<file path="src/rtl/block_dispatcher.sv">
// Splits a kernel's thread count into fixed-size blocks and farms them out to
// a small core array, recycling each core through a one-cycle reset.
module block_dispatcher #(
  parameter  int NUM_CORES         = 2,
  parameter  int THREADS_PER_BLOCK = 4,
  localparam int TCW = $clog2(THREADS_PER_BLOCK) + 1
) (
  input  logic                          clk,
  input  logic                          reset,
  input  logic                          start,
  input  logic [7:0]                    thread_count,
  input  logic [NUM_CORES-1:0]          core_done,
  output logic [NUM_CORES-1:0]          core_start,
  output logic [NUM_CORES-1:0]          core_reset,
  output logic [NUM_CORES-1:0][7:0]     core_block_id,
  output logic [NUM_CORES-1:0][TCW-1:0] core_thread_count,
  output logic                          done
);

  localparam int        LG   = $clog2(THREADS_PER_BLOCK);
  localparam logic [8:0] TPB9 = 9'(THREADS_PER_BLOCK);

  typedef enum logic [1:0] {
    S_IDLE,
    S_LAUNCH,
    S_RUN,
    S_DONE
  } state_t;

  state_t r_state;
  state_t w_next;

  logic [7:0]                    r_tc;
  logic [7:0]                    r_total;
  logic [7:0]                    r_disp;
  logic [7:0]                    r_comp;
  logic [NUM_CORES-1:0]          r_start;
  logic [NUM_CORES-1:0]          r_rst;
  logic [NUM_CORES-1:0][7:0]     r_bid;
  logic [NUM_CORES-1:0][TCW-1:0] r_cnt;

  logic [7:0]           w_total;
  logic                 w_launch;
  logic                 w_avail;
  logic [NUM_CORES-1:0] w_cmp;
  logic [NUM_CORES-1:0] w_sel;
  logic [7:0]           w_ncmp;
  logic [8:0]           w_rem;
  logic [TCW-1:0]       w_cnt;

  // 9-bit sum so tc=255 rounds up without wrapping
  assign w_total  = 8'(({1'b0, thread_count} + TPB9 - 9'd1) >> LG);
  assign w_launch = (r_state == S_IDLE) && start;

  assign core_start        = r_start;
  assign core_reset        = r_rst;
  assign core_block_id     = r_bid;
  assign core_thread_count = r_cnt;

  always_ff @(posedge clk or negedge reset) begin
    if (!reset) begin
      r_state <= S_IDLE;
    end else begin
      r_state <= w_next;
    end
  end

  always_comb begin
    w_next = r_state;
    unique case (r_state)
      S_IDLE:   if (start) w_next = S_LAUNCH;
      S_LAUNCH: w_next = (r_tc == 8'd0) ? S_DONE : S_RUN;
      S_RUN:    if (r_comp == r_total) w_next = S_DONE;
      S_DONE:   if (!start) w_next = S_IDLE;
      default:  w_next = S_IDLE;
    endcase
  end

  always_comb begin
    done    = (r_state == S_DONE);
    w_avail = ((r_state == S_LAUNCH) || (r_state == S_RUN))
              && (r_disp < r_total);
    w_cmp   = (r_state == S_RUN) ? (core_done & r_start) : '0;
    w_ncmp  = '0;
    w_sel   = '0;
    // every core is being reset during launch, so all count as free there
    for (int i = NUM_CORES - 1; i >= 0; i--) begin
      w_ncmp = w_ncmp + 8'(w_cmp[i]);
      if (w_avail && ((r_state == S_LAUNCH) || (!r_start[i] && !r_rst[i]))) begin
        w_sel    = '0;
        w_sel[i] = 1'b1;
      end
    end
    w_rem = {1'b0, r_tc} - ({1'b0, r_disp} << LG);
    w_cnt = (w_rem >= TPB9) ? TCW'(THREADS_PER_BLOCK) : w_rem[TCW-1:0];
  end

  always_ff @(posedge clk or negedge reset) begin
    if (!reset) begin
      r_tc    <= '0;
      r_total <= '0;
      r_disp  <= '0;
      r_comp  <= '0;
      r_start <= '0;
      r_rst   <= '0;
      r_bid   <= '0;
      r_cnt   <= '0;
    end else if (w_launch) begin
      r_tc    <= thread_count;
      r_total <= w_total;
      r_disp  <= '0;
      r_comp  <= '0;
      r_start <= '0;
      r_rst   <= '1;
    end else begin
      r_start <= (r_start & ~w_cmp) | w_sel;
      r_rst   <= w_cmp;
      r_comp  <= r_comp + w_ncmp;
      if (|w_sel) r_disp <= r_disp + 8'd1;
      for (int i = 0; i < NUM_CORES; i++) begin
        if (w_sel[i]) begin
          r_bid[i] <= r_disp;
          r_cnt[i] <= w_cnt;
        end
      end
    end
  end

endmodule

</file>
<file path="config.mk">
export PLATFORM = sky130hd
export DESIGN_NAME = block_dispatcher
export DESIGN_NICKNAME = d
export VERILOG_FILES = /design/src/rtl/block_dispatcher.sv
export SDC_FILE = /design/constraint.sdc
export NUM_CORES = 1
export LEC_CHECK = 0
export CAP_MARGIN = 10
export CORE_ASPECT_RATIO = 1.4
export CORE_UTILIZATION = 37
export DETAILED_ROUTE_END_ITERATION = 12
export HOLD_SLACK_MARGIN = 0.03
export PLACE_DENSITY = 0.67
export SYNTH_ARGS = -nofsm -noshare
export SYNTH_HDL_FRONTEND = slang
export SYNTH_SLANG_ARGS = --single-unit
</file>
<file path="constraint.sdc">
create_clock -name clk -period 3.7 [get_ports clk]
set_input_delay 0.555 -clock clk [delete_from_list [all_inputs] [get_ports clk]]
set_output_delay 0.555 -clock clk [all_outputs]
set_load 0.02 [all_outputs]
</file>
# ---- Yosys cells after proc, flatten, opt, wreduce, memory -nomap -nowiden
# Index checks and enable logic that the tools add are counted.
dict set report totals {
  reg_bits 59
  input_bits 13
  output_inout_bits 27
  elab_cells 65
}
dict set report op_classes {
  add_sub_neg 6
  n_lt_le_gt_ge 2
  n_eq_ne 7
  muxes 14
  n_bitwise 5
  n_reduce_logical 20
}
# cell count
set op_table {}
lappend op_table {{2-to-1 mux 8 bit} 3}
lappend op_table {{2-to-1 mux 2 bit} 8}
lappend op_table {{adder 8 x 3 -> 9 bit, second input constant} 1}
lappend op_table {{greater-or-equal comparator 9 x 3 -> 1 bit, second input constant} 1}
lappend op_table {{subtractor 8 x 9 -> 9 bit} 1}
lappend op_table {{subtractor 9 x 1 -> 9 bit, second input constant} 1}
lappend op_table {{adder 8 x 1 -> 8 bit, second input constant} 1}
lappend op_table {{adder 8 x 2 -> 8 bit} 1}
lappend op_table {{equality test 8 x 7 -> 1 bit} 1}
lappend op_table {{logical NOT 8 bit} 1}
lappend op_table {{< comparator 8 x 7 -> 1 bit} 1}
lappend op_table {{case mux 2 bit (4 select lines)} 1}
lappend op_table {{logical AND 1 bit} 6}
lappend op_table {{!= test 2 bit, second input constant} 3}
lappend op_table {{bitwise AND 2 bit} 2}
lappend op_table {{equality test 2 bit, second input constant} 2}
lappend op_table {{logical NOT 1 bit} 4}
lappend op_table {{AND reduction 2 bit} 2}
lappend op_table {{logical OR 1 bit} 3}
lappend op_table {{2-to-1 mux 3 bit} 1}
lappend op_table {{AND reduction 3 bit} 1}
lappend op_table {{adder 1 x 1 -> 2 bit} 1}
lappend op_table {{equality test 2 x 1 -> 1 bit, second input constant} 1}
lappend op_table {{logical NOT 2 bit} 1}
lappend op_table {{other kinds (6)} 6}

# ---- Depth between registers and ports, before layout
# Gate-level depths: netlist (run 1).
dict set report logic_depth {
  depth_word 9
  mapped_depth 9
  depth_no_buf 9
}

# ---- Worst setup path before layout (run 1)
# Ideal clock, no wire load.
dict set report synth_path {
  kind {flip-flop to flip-flop}
  startpoint {reg r_disp[2]}
  endpoint {reg r_bid (netlist bit core_block_id[10])}
  setup_time_ns 0.125
  arrival_time_ns 1.850
  required_ns 3.575
  path_slack_ns 1.725
  path_stages_with_launch 8
  n_path_buf 1
  synth_period_minus_slack_ns 1.975
  cell_sequence {dfrtp_1 -> ha_1 -> a211oi_2 -> o21ai_2 -> a21oi_4 -> nand3_2 -> buf_6 -> mux2_4}
}
dict set report synth_between {
  elab_chain_cells 6
  word_cells_on_any_way 7
  cone_classes {order compare: 1; mux: 2; reduce/logical: 4}
}
# element line
set synth_lines {}
lappend synth_lines {{start: declaration} 35} ;# logic [7:0] r_disp;
lappend synth_lines {{start signal: assignment} 119} ;# if (|w_sel) r_disp <= r_disp + 8'd1;
lappend synth_lines {{< comparator 8 x 7 -> 1 bit} 82} ;# && (r_disp < r_total);
lappend synth_lines {{logical AND 1 bit} 82}
lappend synth_lines {{logical AND 1 bit} 89} ;# if (w_avail && ((r_state == S_LAUNCH) || (!r_start[i] && !r_rst[i]))) begin
lappend synth_lines {{2-to-1 mux 2 bit (2 in series)} 89}
lappend synth_lines {{AND reduction 2 bit (no source line)} --}
lappend synth_lines {{end signal: indexed assignment} 122} ;# r_bid[i] <= r_disp;
lappend synth_lines {{end: declaration} 39} ;# logic [NUM_CORES-1:0][7:0] r_bid;
# Parallel ways exist; a longest one is shown, timed or not.
# A chain may end at the register's enable or synchronous reset.

# ---- Worst setup path in the final report (run 1)
dict set report layout_path {
  startpoint {reg r_disp[2]}
  endpoint {reg r_disp[5]}
}
dict set report layout_between {
  elab_chain_cells 7
  word_cells_on_any_way 11
  cone_classes {add/sub: 1; order compare: 1; mux: 4; reduce/logical: 5}
}
# element line
set layout_lines {}
lappend layout_lines {{< comparator 8 x 7 -> 1 bit} 82}
lappend layout_lines {{logical AND 1 bit} 82}
lappend layout_lines {{logical AND 1 bit} 89}
lappend layout_lines {{2-to-1 mux 2 bit (2 in series)} 89}
lappend layout_lines {{OR reduction 2 bit} 119}
lappend layout_lines {{nonzero test 2 bit (no source line)} --}
# Parallel ways exist; a longest one is shown, timed or not. The select of a mux whose other input is x is not followed.

==> results of run 1 <==
==> final cells by class <==
class	instances	area, um2
Inverter	21	78.83
Fill cell	774	4313
Multi-Input combinational cell	208	1521
Timing Repair Buffer	41	400.4
Clock buffer	10	239.0
Clock inverter	6	41.29
Sequential cell	59	1476
Tap cell	102	127.6
==> worst max path at each step <==
| stage | to | start | slack [ns] |
|---|---|---|---|
| after floorplan | core_block_id[10]$_DFFE_PN0P_ | r_disp[2]$_DFFE_PN0P_ | 1.73 |
| after global placement | r_disp[5]$_DFFE_PN0P_ | r_disp[2]$_DFFE_PN0P_ | 1.38 |
| after detailed placement | r_disp[5]$_DFFE_PN0P_ | r_disp[2]$_DFFE_PN0P_ | 1.25 |
| after CTS | r_disp[5]$_DFFE_PN0P_ | r_disp[2]$_DFFE_PN0P_ | 1.22 |
| after global routing | r_disp[5]$_DFFE_PN0P_ | r_disp[2]$_DFFE_PN0P_ | 1.04 |
| final | r_disp[5]$_DFFE_PN0P_ | r_disp[2]$_DFFE_PN0P_ | 1.20 |
==> logic make-up after synthesis <==
kind of cell | share of synthesized area, %
XOR/XNOR | 5.318
multiplexers | 8.236
adder cells (fa/ha/maj) | 8.877
flip-flops | 47.18
buffers and inverters | 4.198
AO/OA/AOI/OAI | 10.16
AND/OR/NAND/NOR | 16.03
==> registers in the layout, indices dropped and copies added (netlist names) <==
name               flops
r_state                2
r_disp                 8
core_thread_count      6
r_total                7
core_start             2
r_tc                   8
core_block_id         16
r_comp                 8
core_reset             2
==> routing by layer <==
metal	track usage [%]	up-vias	share of wire, %
met4	11.52	0	4.5
met1	19.81	1140	43
met5	0	-	0
met2	27.58	60	48
met3	4.115	28	4.1
li1	-	1110	-
==> synth_stat cells, types with 5 or more instances <==
master	n
dfrtp_1	59
nand2_1	38
inv_1	21
ha_1	19
nor2_1	19
nand3_1	15
xor2_1	14
mux2_4	12
a21oi_1	10
o21ai_0	9
clkbuf_1	6
mux2_2	6
nand4_1	6
xnor2_1	5
==> power breakdown <==
| group | leakage [nW] | switching (W) | internal [W] |
|---|---|---|---|
| registers | 0.767 | 0 | 0.000646 |
| clock network | 0.130 | 0.000298 | 0.000468 |
| logic | 1.04 | 0.0000200 | 0.0000147 |
| total | 1.93 | 0.000318 | 0.00113 |
==> stage by stage <==
step	std cells	total power [W]	area (um2)	worst slack, ns	hold slack [ns]
after floorplan	297	0.0006632	3129	1.725	0.2594
after global placement	431	0.0006923	3605	1.375	0.4709
after detailed placement	431	0.0006928	3605	1.251	0.4863
after CTS	447	0.001461	3885	1.220	0.2423
after global routing	447	0.001492	3885	1.042	0.2709
final	447	0.001447	3885	1.196	0.2206
==> load_flow_metrics.sql, run 1 <==
INSERT INTO impl_metrics (metric_group, metric, value, unit) VALUES
('power', 'power.density_cell_area', '372.5', 'nW/um2'),
('yosys', 'asyncSetResetFlopFracSynth', '100.0', '%'),
('routing', 'detail_route_antenna_nets', '0', ''),
('worst_setup_path', 'crit_arrival', '2.73', 'ns'),
('routing', 'postRouteWirelength', '6.801', 'mm'),
('clocking', 'clkSinkCount', '59', ''),
('global_route', 'gr-usage-all-layers', '17.17', '%'),
('worst_setup_path', 'worstPathBufferInverterCount', '0', ''),
('clocking', 'cts-buffers-inserted', '9', ''),
('worst_setup_path', 'r2r_cells', '6', ''),
('cells_and_area', 'flow.area_growth_from_synthesis', '24.15', '%'),
('placed_design', 'globalplace.congestion', '0.7919', ''),
('worst_setup_path', 'path_depth', '6', ''),
('floorplanning', 'num_io_pins', '40', ''),
('global_route', 'grt_pass1_vias', '2450', ''),
('timing', 'rsz0062_at_grt', 'false', ''),
('clocking', 'clock_path_buffers', '2', ''),
('yosys', 'synthesis.yosys.warnings', '0', ''),
('worst_setup_path', 'most_frequent_cp_cell', 'a211oi_2', ''),
('routing', 'drt_drc_violations_left', '0', ''),
('worst_setup_path', 'timing_worst_setup_path_type', 'reg -> reg', ''),
('worst_setup_path', 'cp_slowest_stage_delay', '0.77', 'ns'),
('timing', 'tns', '0', 'ns'),
('timing', 'clock_skew_after_layout', '0.004742', 'ns'),
('timing', 'final.min_clock_period', '2.504', 'ns'),
('yosys', 'yosysTopAreaCellShare', '47.18', '%'),
('clocking', 'cts-hold-fix-buffers', '0', ''),
('clocking', 'cts.root.buffer_cell', 'clkbuf_16', ''),
('cells_and_area', 'nets', '374', ''),
('routing', 'drt_first_pass_iters', '4', ''),
('cells_and_area', 'most-common-layout-cells', 'dfrtp_1 (59), nand2_1 (38), clkdlybuf4s50_1 (38)', ''),
('timing', 'timing.slew.headroom', '36.44', '%'),
('floorplanning', 'initial_core_util', '38.17', '%'),
('routing', 'wl_per_cell', '15.21', 'um'),
('worst_setup_path', 'crit_path_end_kind', 'register', ''),
('yosys', 'synth.ff_latch_count', '59', ''),
('worst_setup_path', 'start_kind', 'register', ''),
('yosys', 'synth_seq_area_share', '47.18', '%'),
('worst_setup_path', 'reg_to_reg_end', 'r_disp[5]$_DFFE_PN0P_', ''),
('routing', 'drt_iter0_markers', '123', ''),
('yosys', 'synthDominantAreaCellType', 'dfrtp_1', ''),
('yosys', 'syn_area', '3129', 'um2'),
('run_status', 'status', 'finished clean', ''),
('timing', 'worst_pin_slew', '0.9535', 'ns'),
('floorplanning', 'dieArea', '8835', 'um2'),
('routing', 'vias_per_cell', '5.230', ''),
('placed_design', 'detailed_placer_s_ending_hpwl', '4.974', 'mm'),
('power', 'worst_voltage_drop_across_the_vdd_grid', '0.2177', 'mV'),
('clocking', 'cts_max_level', '3', ''),
('placed_design', 'port_buffers', '39', ''),
('worst_setup_path', 'cpLargestDelayFamily', 'compound AO/OA/AOI/OAI gates', ''),
('floorplanning', 'floorplan.die.width', '79.73', 'um'),
('timing', 'slew_violations', '0', ''),
('routing', 'route.vias.total', '2338', ''),
('worst_setup_path', 'timing.critical_path.required', '3.92', 'ns'),
('min_path', 'worstHoldPathType', 'in -> async', ''),
('cells_and_area', 'drive_above_1_share', '13.04', '%'),
('cells_and_area', 'postLayoutCoreUtil', '47.39', '%'),
('clocking', 'tritoncts', 'yes', ''),
('clocking', 'cts-resized-gates', '0', ''),
('job', 'max_cap_viol_count', '0', ''),
('timing', 'post-route-period-util', '67.68', '%'),
('clocking', 'cts.reportedPaths.clkPinSlew', '0.05', 'ns'),
('timing', 'hold_viol_final', '0', ''),
('floorplanning', 'dieHeight', '110.8', 'um'),
('global_route', 'wire_length_of_the_first_global_routing_pass', '11.52', 'mm'),
('yosys', 'main_area_contributors_after_synthesis', 'dfrtp_1 (47%), ha_1 (7.6%), mux2_4 (5.8%)', ''),
('floorplanning', 'rows', '39', ''),
('worst_setup_path', 'timing.reg2reg.setup_slack', '1.20', 'ns'),
('timing', 'finalSetupViolCount', '0', ''),
('yosys', 'avgSynthCellArea', '10.54', 'um2');
Note: power is estimated with default switching activity, not from simulation.
==> run 2: changes to the inputs <==
--- a/config.mk
+++ b/config.mk
@@ -10,7 +10,7 @@
 export CORE_UTILIZATION = 37
 export DETAILED_ROUTE_END_ITERATION = 12
 export HOLD_SLACK_MARGIN = 0.03
-export PLACE_DENSITY = 0.67
+export PLACE_DENSITY = 0.69
 export SYNTH_ARGS = -nofsm -noshare
 export SYNTH_HDL_FRONTEND = slang
 export SYNTH_SLANG_ARGS = --single-unit
==> constraint.sdc (replaced) <==
create_clock -name clk -period 2.2 [get_ports clk]
set_input_delay 0.33 -clock clk [delete_from_list [all_inputs] [get_ports clk]]
set_output_delay 0.33 -clock clk [all_outputs]
set_load 0.02 [all_outputs]
==> run 2 against run 1 <==
Against the previous run:
- final cell count up 2.5%
- register-to-register slack worse by 1.0 ns
- final area up 3.4%
==> load_flow_metrics.sql, run 2 (same netlist as run 1, synthesis figures left out) <==
INSERT INTO impl_metrics (metric_group, metric, value, unit) VALUES
('run_status', 'status', 'finished clean', ''),
('power', 'sequential_cell_fraction_of_total_power', '46.1', '%'),
('clocking', 'cts_max_level', '3', ''),
('global_route', 'initial_antenna_violation_count', '0', ''),
('worst_setup_path', 'timing.reg2reg.setup_slack', '0.16', 'ns'),
('timing', 'tns', '0', 'ns'),
('power', 'leakage', '2.011', 'nW'),
('routing', 'route.vias.total', '2351', ''),
('power', 'int_power', '0.001910', 'W'),
('floorplanning', 'floorplan.die.width', '79.73', 'um'),
('power', 'switching_share', '19.12', '%'),
('global_route', 'grtUsageMet1', '21.22', '%'),
('timing', 'worst_pin_slew', '0.5488', 'ns'),
('worst_setup_path', 'cpLargestDelayFamily', 'multiplexers', ''),
('clocking', 'clkSinkCount', '59', ''),
('timing', 'clock_skew_after_layout', '0.005664', 'ns'),
('routing', 'drt_first_pass_iters', '4', ''),
('clocking', 'cts.repair_timing.setup_buffer_count', '0', ''),
('cells_and_area', 'nets', '389', ''),
('worst_setup_path', 'critical_path.cell_chain', 'buf_4, inv_1, ha_1, a21oi_1, nand2_1, mux2i_1, o2111ai_1, mux2_4', ''),
('power', 'post-layout-total-power', '0.002362', 'W'),
('floorplanning', 'initial_core_util', '38.17', '%'),
('routing', 'postRouteWirelength', '6.786', 'mm'),
('floorplanning', 'dieArea', '8835', 'um2'),
('min_path', 'hp-start', 'core_block_id[7]$_DFFE_PN0P_', ''),
('global_route', 'grt_remaining_overflow', '0', ''),
('power', 'worst_voltage_drop_across_the_vdd_grid', '0.4390', 'mV'),
('min_path', 'worstHoldPathType', 'reg -> reg', ''),
('global_route', 'grt-busiest-layer', 'met2', ''),
('clocking', 'clk-insertion-delay-late', '0.32', 'ns'),
('global_route', 'gr-usage-all-layers', '17.09', '%'),
('timing', 'final.min_clock_period', '2.039', 'ns'),
('routing', 'wl_per_cell', '14.82', 'um'),
('timing', 'highest_clock_rate', '0.4905', 'GHz'),
('cells_and_area', 'postLayoutCellArea', '4016', 'um2'),
('placed_design', 'detailed_placer_s_ending_hpwl', '5.112', 'mm'),
('timing', 'hold_ws', '0.4874', 'ns'),
('clocking', 'tritoncts', 'yes', ''),
('power', 'power.switching', '0.0004514', 'W'),
('cells_and_area', 'most-common-layout-cells', 'dfrtp_1 (59), nand2_1 (38), clkdlybuf4s50_1 (38)', ''),
('clocking', 'cts.root.buffer_cell', 'clkbuf_16', ''),
('placed_design', 'port_buffers', '39', ''),
('worst_setup_path', 'crit_arrival', '2.24', 'ns'),
('floorplanning', 'num_io_pins', '40', ''),
('cells_and_area', 'drive_above_1_share', '15.73', '%'),
('worst_setup_path', 'r2r_cells', '8', ''),
('timing', 'timing.slew.headroom', '63.42', '%'),
('power', 'power_frac_comb', '2.7', '%'),
('min_path', 'holdPathStages', '1', ''),
('worst_setup_path', 'reg_to_reg_end', 'core_thread_count[5]$_DFFE_PN0P_', ''),
('routing', 'drt_iter0_markers', '98', ''),
('global_route', 'wire_length_of_the_first_global_routing_pass', '11.33', 'mm'),
('timing', 'setup_ws', '0.1613', 'ns'),
('clocking', 'cts-buffers-inserted', '9', ''),
('min_path', 'whs_endpoint', 'core_block_id[7]$_DFFE_PN0P_', ''),
('cells_and_area', 'most_common_cell_after_layout_fill_and_taps_aside', 'dfrtp_1', ''),
('worst_setup_path', 'timing_worst_setup_path_type', 'reg -> reg', ''),
('floorplanning', 'design.core.area', '8198', 'um2'),
('worst_setup_path', 'path_depth', '8', ''),
('placed_design', 'placed_area', '3735', 'um2'),
('routing', 'detail_route_antenna_nets', '0', ''),
('power', 'power.density_cell_area', '588.0', 'nW/um2'),
('worst_setup_path', 'crit_path_end_kind', 'register', ''),
('worst_setup_path', 'critPathMaxFanout', '7', ''),
('worst_setup_path', 'cp_slowest_stage_delay', '0.38', 'ns'),
('placed_design', 'place_ws', '0.1037', 'ns'),
('global_route', 'pin_count_of_the_biggest_net_entering_global_routing', '38', ''),
('worst_setup_path', 'worstPathBufferInverterCount', '2', ''),
('cells_and_area', 'flow.area_growth_from_synthesis', '28.35', '%'),
('global_route', 'grt_pass1_vias', '2302', ''),
('clocking', 'cts.reportedPaths.clkPinSlew', '0.05', 'ns'),
('worst_setup_path', 'r2r-start', 'r_disp[2]$_DFFE_PN0P_', ''),
('routing', 'vias_per_cell', '5.133', ''),
('global_route', 'grt_use_met3', '2.716', '%'),
('timing', 'finalSetupViolCount', '0', ''),
('cells_and_area', 'largest_register_ff_count', '16', ''),
('timing', 'hold_viol_final', '0', ''),
('cells_and_area', 'fillerInstances', '751', ''),
('cells_and_area', 'antenna-diode-count', '0', ''),
('placed_design', 'globalplace.congestion', '0.8918', ''),
('global_route', 'grt.met2_usage', '27.46', '%'),
('timing', 'rsz0062_at_grt', 'false', ''),
('routing', 'drt_drc_violations_left', '0', ''),
('floorplanning', 'rows', '39', ''),
('job', 'max_cap_viol_count', '0', ''),
('worst_setup_path', 'timing.critical_path.required', '2.40', 'ns'),
('power', 'pwr-share-clk', '51.2', '%'),
('floorplanning', 'dieHeight', '110.8', 'um'),
('worst_setup_path', 'critPathSlowestCell', 'dfrtp_1', ''),
('timing', 'post-route-period-util', '92.67', '%'),
('worst_setup_path', 'start_kind', 'register', ''),
('clocking', 'clock_path_buffers', '2', ''),
('timing', 'slew_violations', '0', '');
-- run 2: cell types whose count changed in the layout (fill, tap and decap cells not counted), moves of 2 or more --
cell	previous run	this run
buf_12	0	2
buf_4	2	14
clkinv_2	2	0
clkinvlp_4	3	0
-- run 2: worst register-to-register path, cell delays in order, from the launching register on --
cell and delay [ns]:
dfrtp_1 0.38, buf_4 0.17, inv_1 0.15, ha_1 0.30
a21oi_1 0.16, nand2_1 0.08, mux2i_1 0.14, o2111ai_1 0.22
mux2_4 0.33
-- run 2: stage by stage --
step,std cells,util (%)
after floorplan,297,-
after global placement,445,45.56
after detailed placement,445,45.56
after CTS,458,48.81
after global routing,458,48.99
final,458,48.99
-- run 2: what timing repair did --
action,4_1_cts,5_1_grt
gates resized for setup,0,3
hold buffers,1,0
endpoints found under the hold margin,22,0
setup endpoints to repair,0,15
-- run 2: final cells by class --
class | instances | area, um2 | area share, %
clock buffers | 12 | 256.5 | 6.386
inverters | 21 | 78.83 | 1.963
multi-input cells | 208 | 1536 | 38.26
flip-flops and latches | 59 | 1476 | 36.76
well taps | 102 | 127.6 | 3.178
repair buffers | 56 | 540.5 | 13.46
-- run 2: how the worst max path moves through the flow --
stage	startpoint	end
CTS	r_disp[5]$_DFFE_PN0P_	core_block_id[0]$_DFFE_PN0P_
finish	r_disp[2]$_DFFE_PN0P_	core_thread_count[5]$_DFFE_PN0P_
detailed placement	r_disp[5]$_DFFE_PN0P_	core_block_id[6]$_DFFE_PN0P_
global placement	r_total[2]$_DFFE_PN0P_	core_block_id[5]$_DFFE_PN0P_
floorplan	r_disp[2]$_DFFE_PN0P_	core_block_id[10]$_DFFE_PN0P_
global route	r_state[0]$_DFFE_PN0P_	r_comp[6]$_DFF_PN0_
-- run 2: layer usage --
| layer | wire length (um) | share of wire, % | up-vias |
|---|---|---|---|
| met5 | 0 | 0 | - |
| met4 | 129 | 1.9 | 0 |
| met1 | 2947 | 43 | 1130 |
| met2 | 3484 | 51 | 64 |
| li1 | - | - | 1146 |
| met3 | 225 | 3.3 | 11 |
-- run 2: power by group through the flow --
| stage | sequential, W | clock (W) | combinational [W] |
|---|---|---|---|
| 5_1_grt | 0.00109 | 0.00128 | 0.0000722 |
| 3_3_place_gp | 0.00110 | 0 | 0.0000628 |
| 2_1_floorplan | 0.00111 | 0 | 0.0000101 |
| 6_report | 0.00109 | 0.00121 | 0.0000631 |
| 3_5_place_dp | 0.00110 | 0 | 0.0000637 |
| 4_1_cts | 0.00109 | 0.00124 | 0.0000652 |
==> run 3: changes to the inputs <==
--- a/config.mk
+++ b/config.mk
@@ -11,6 +11,7 @@
 export DETAILED_ROUTE_END_ITERATION = 12
 export HOLD_SLACK_MARGIN = 0.03
 export PLACE_DENSITY = 0.69
+export SLEW_MARGIN = 20
 export SYNTH_ARGS = -nofsm -noshare
 export SYNTH_HDL_FRONTEND = slang
 export SYNTH_SLANG_ARGS = --single-unit
==> results of run 3 <==
Same layout as run 2: the final DEF is identical, and so are final timing and power.
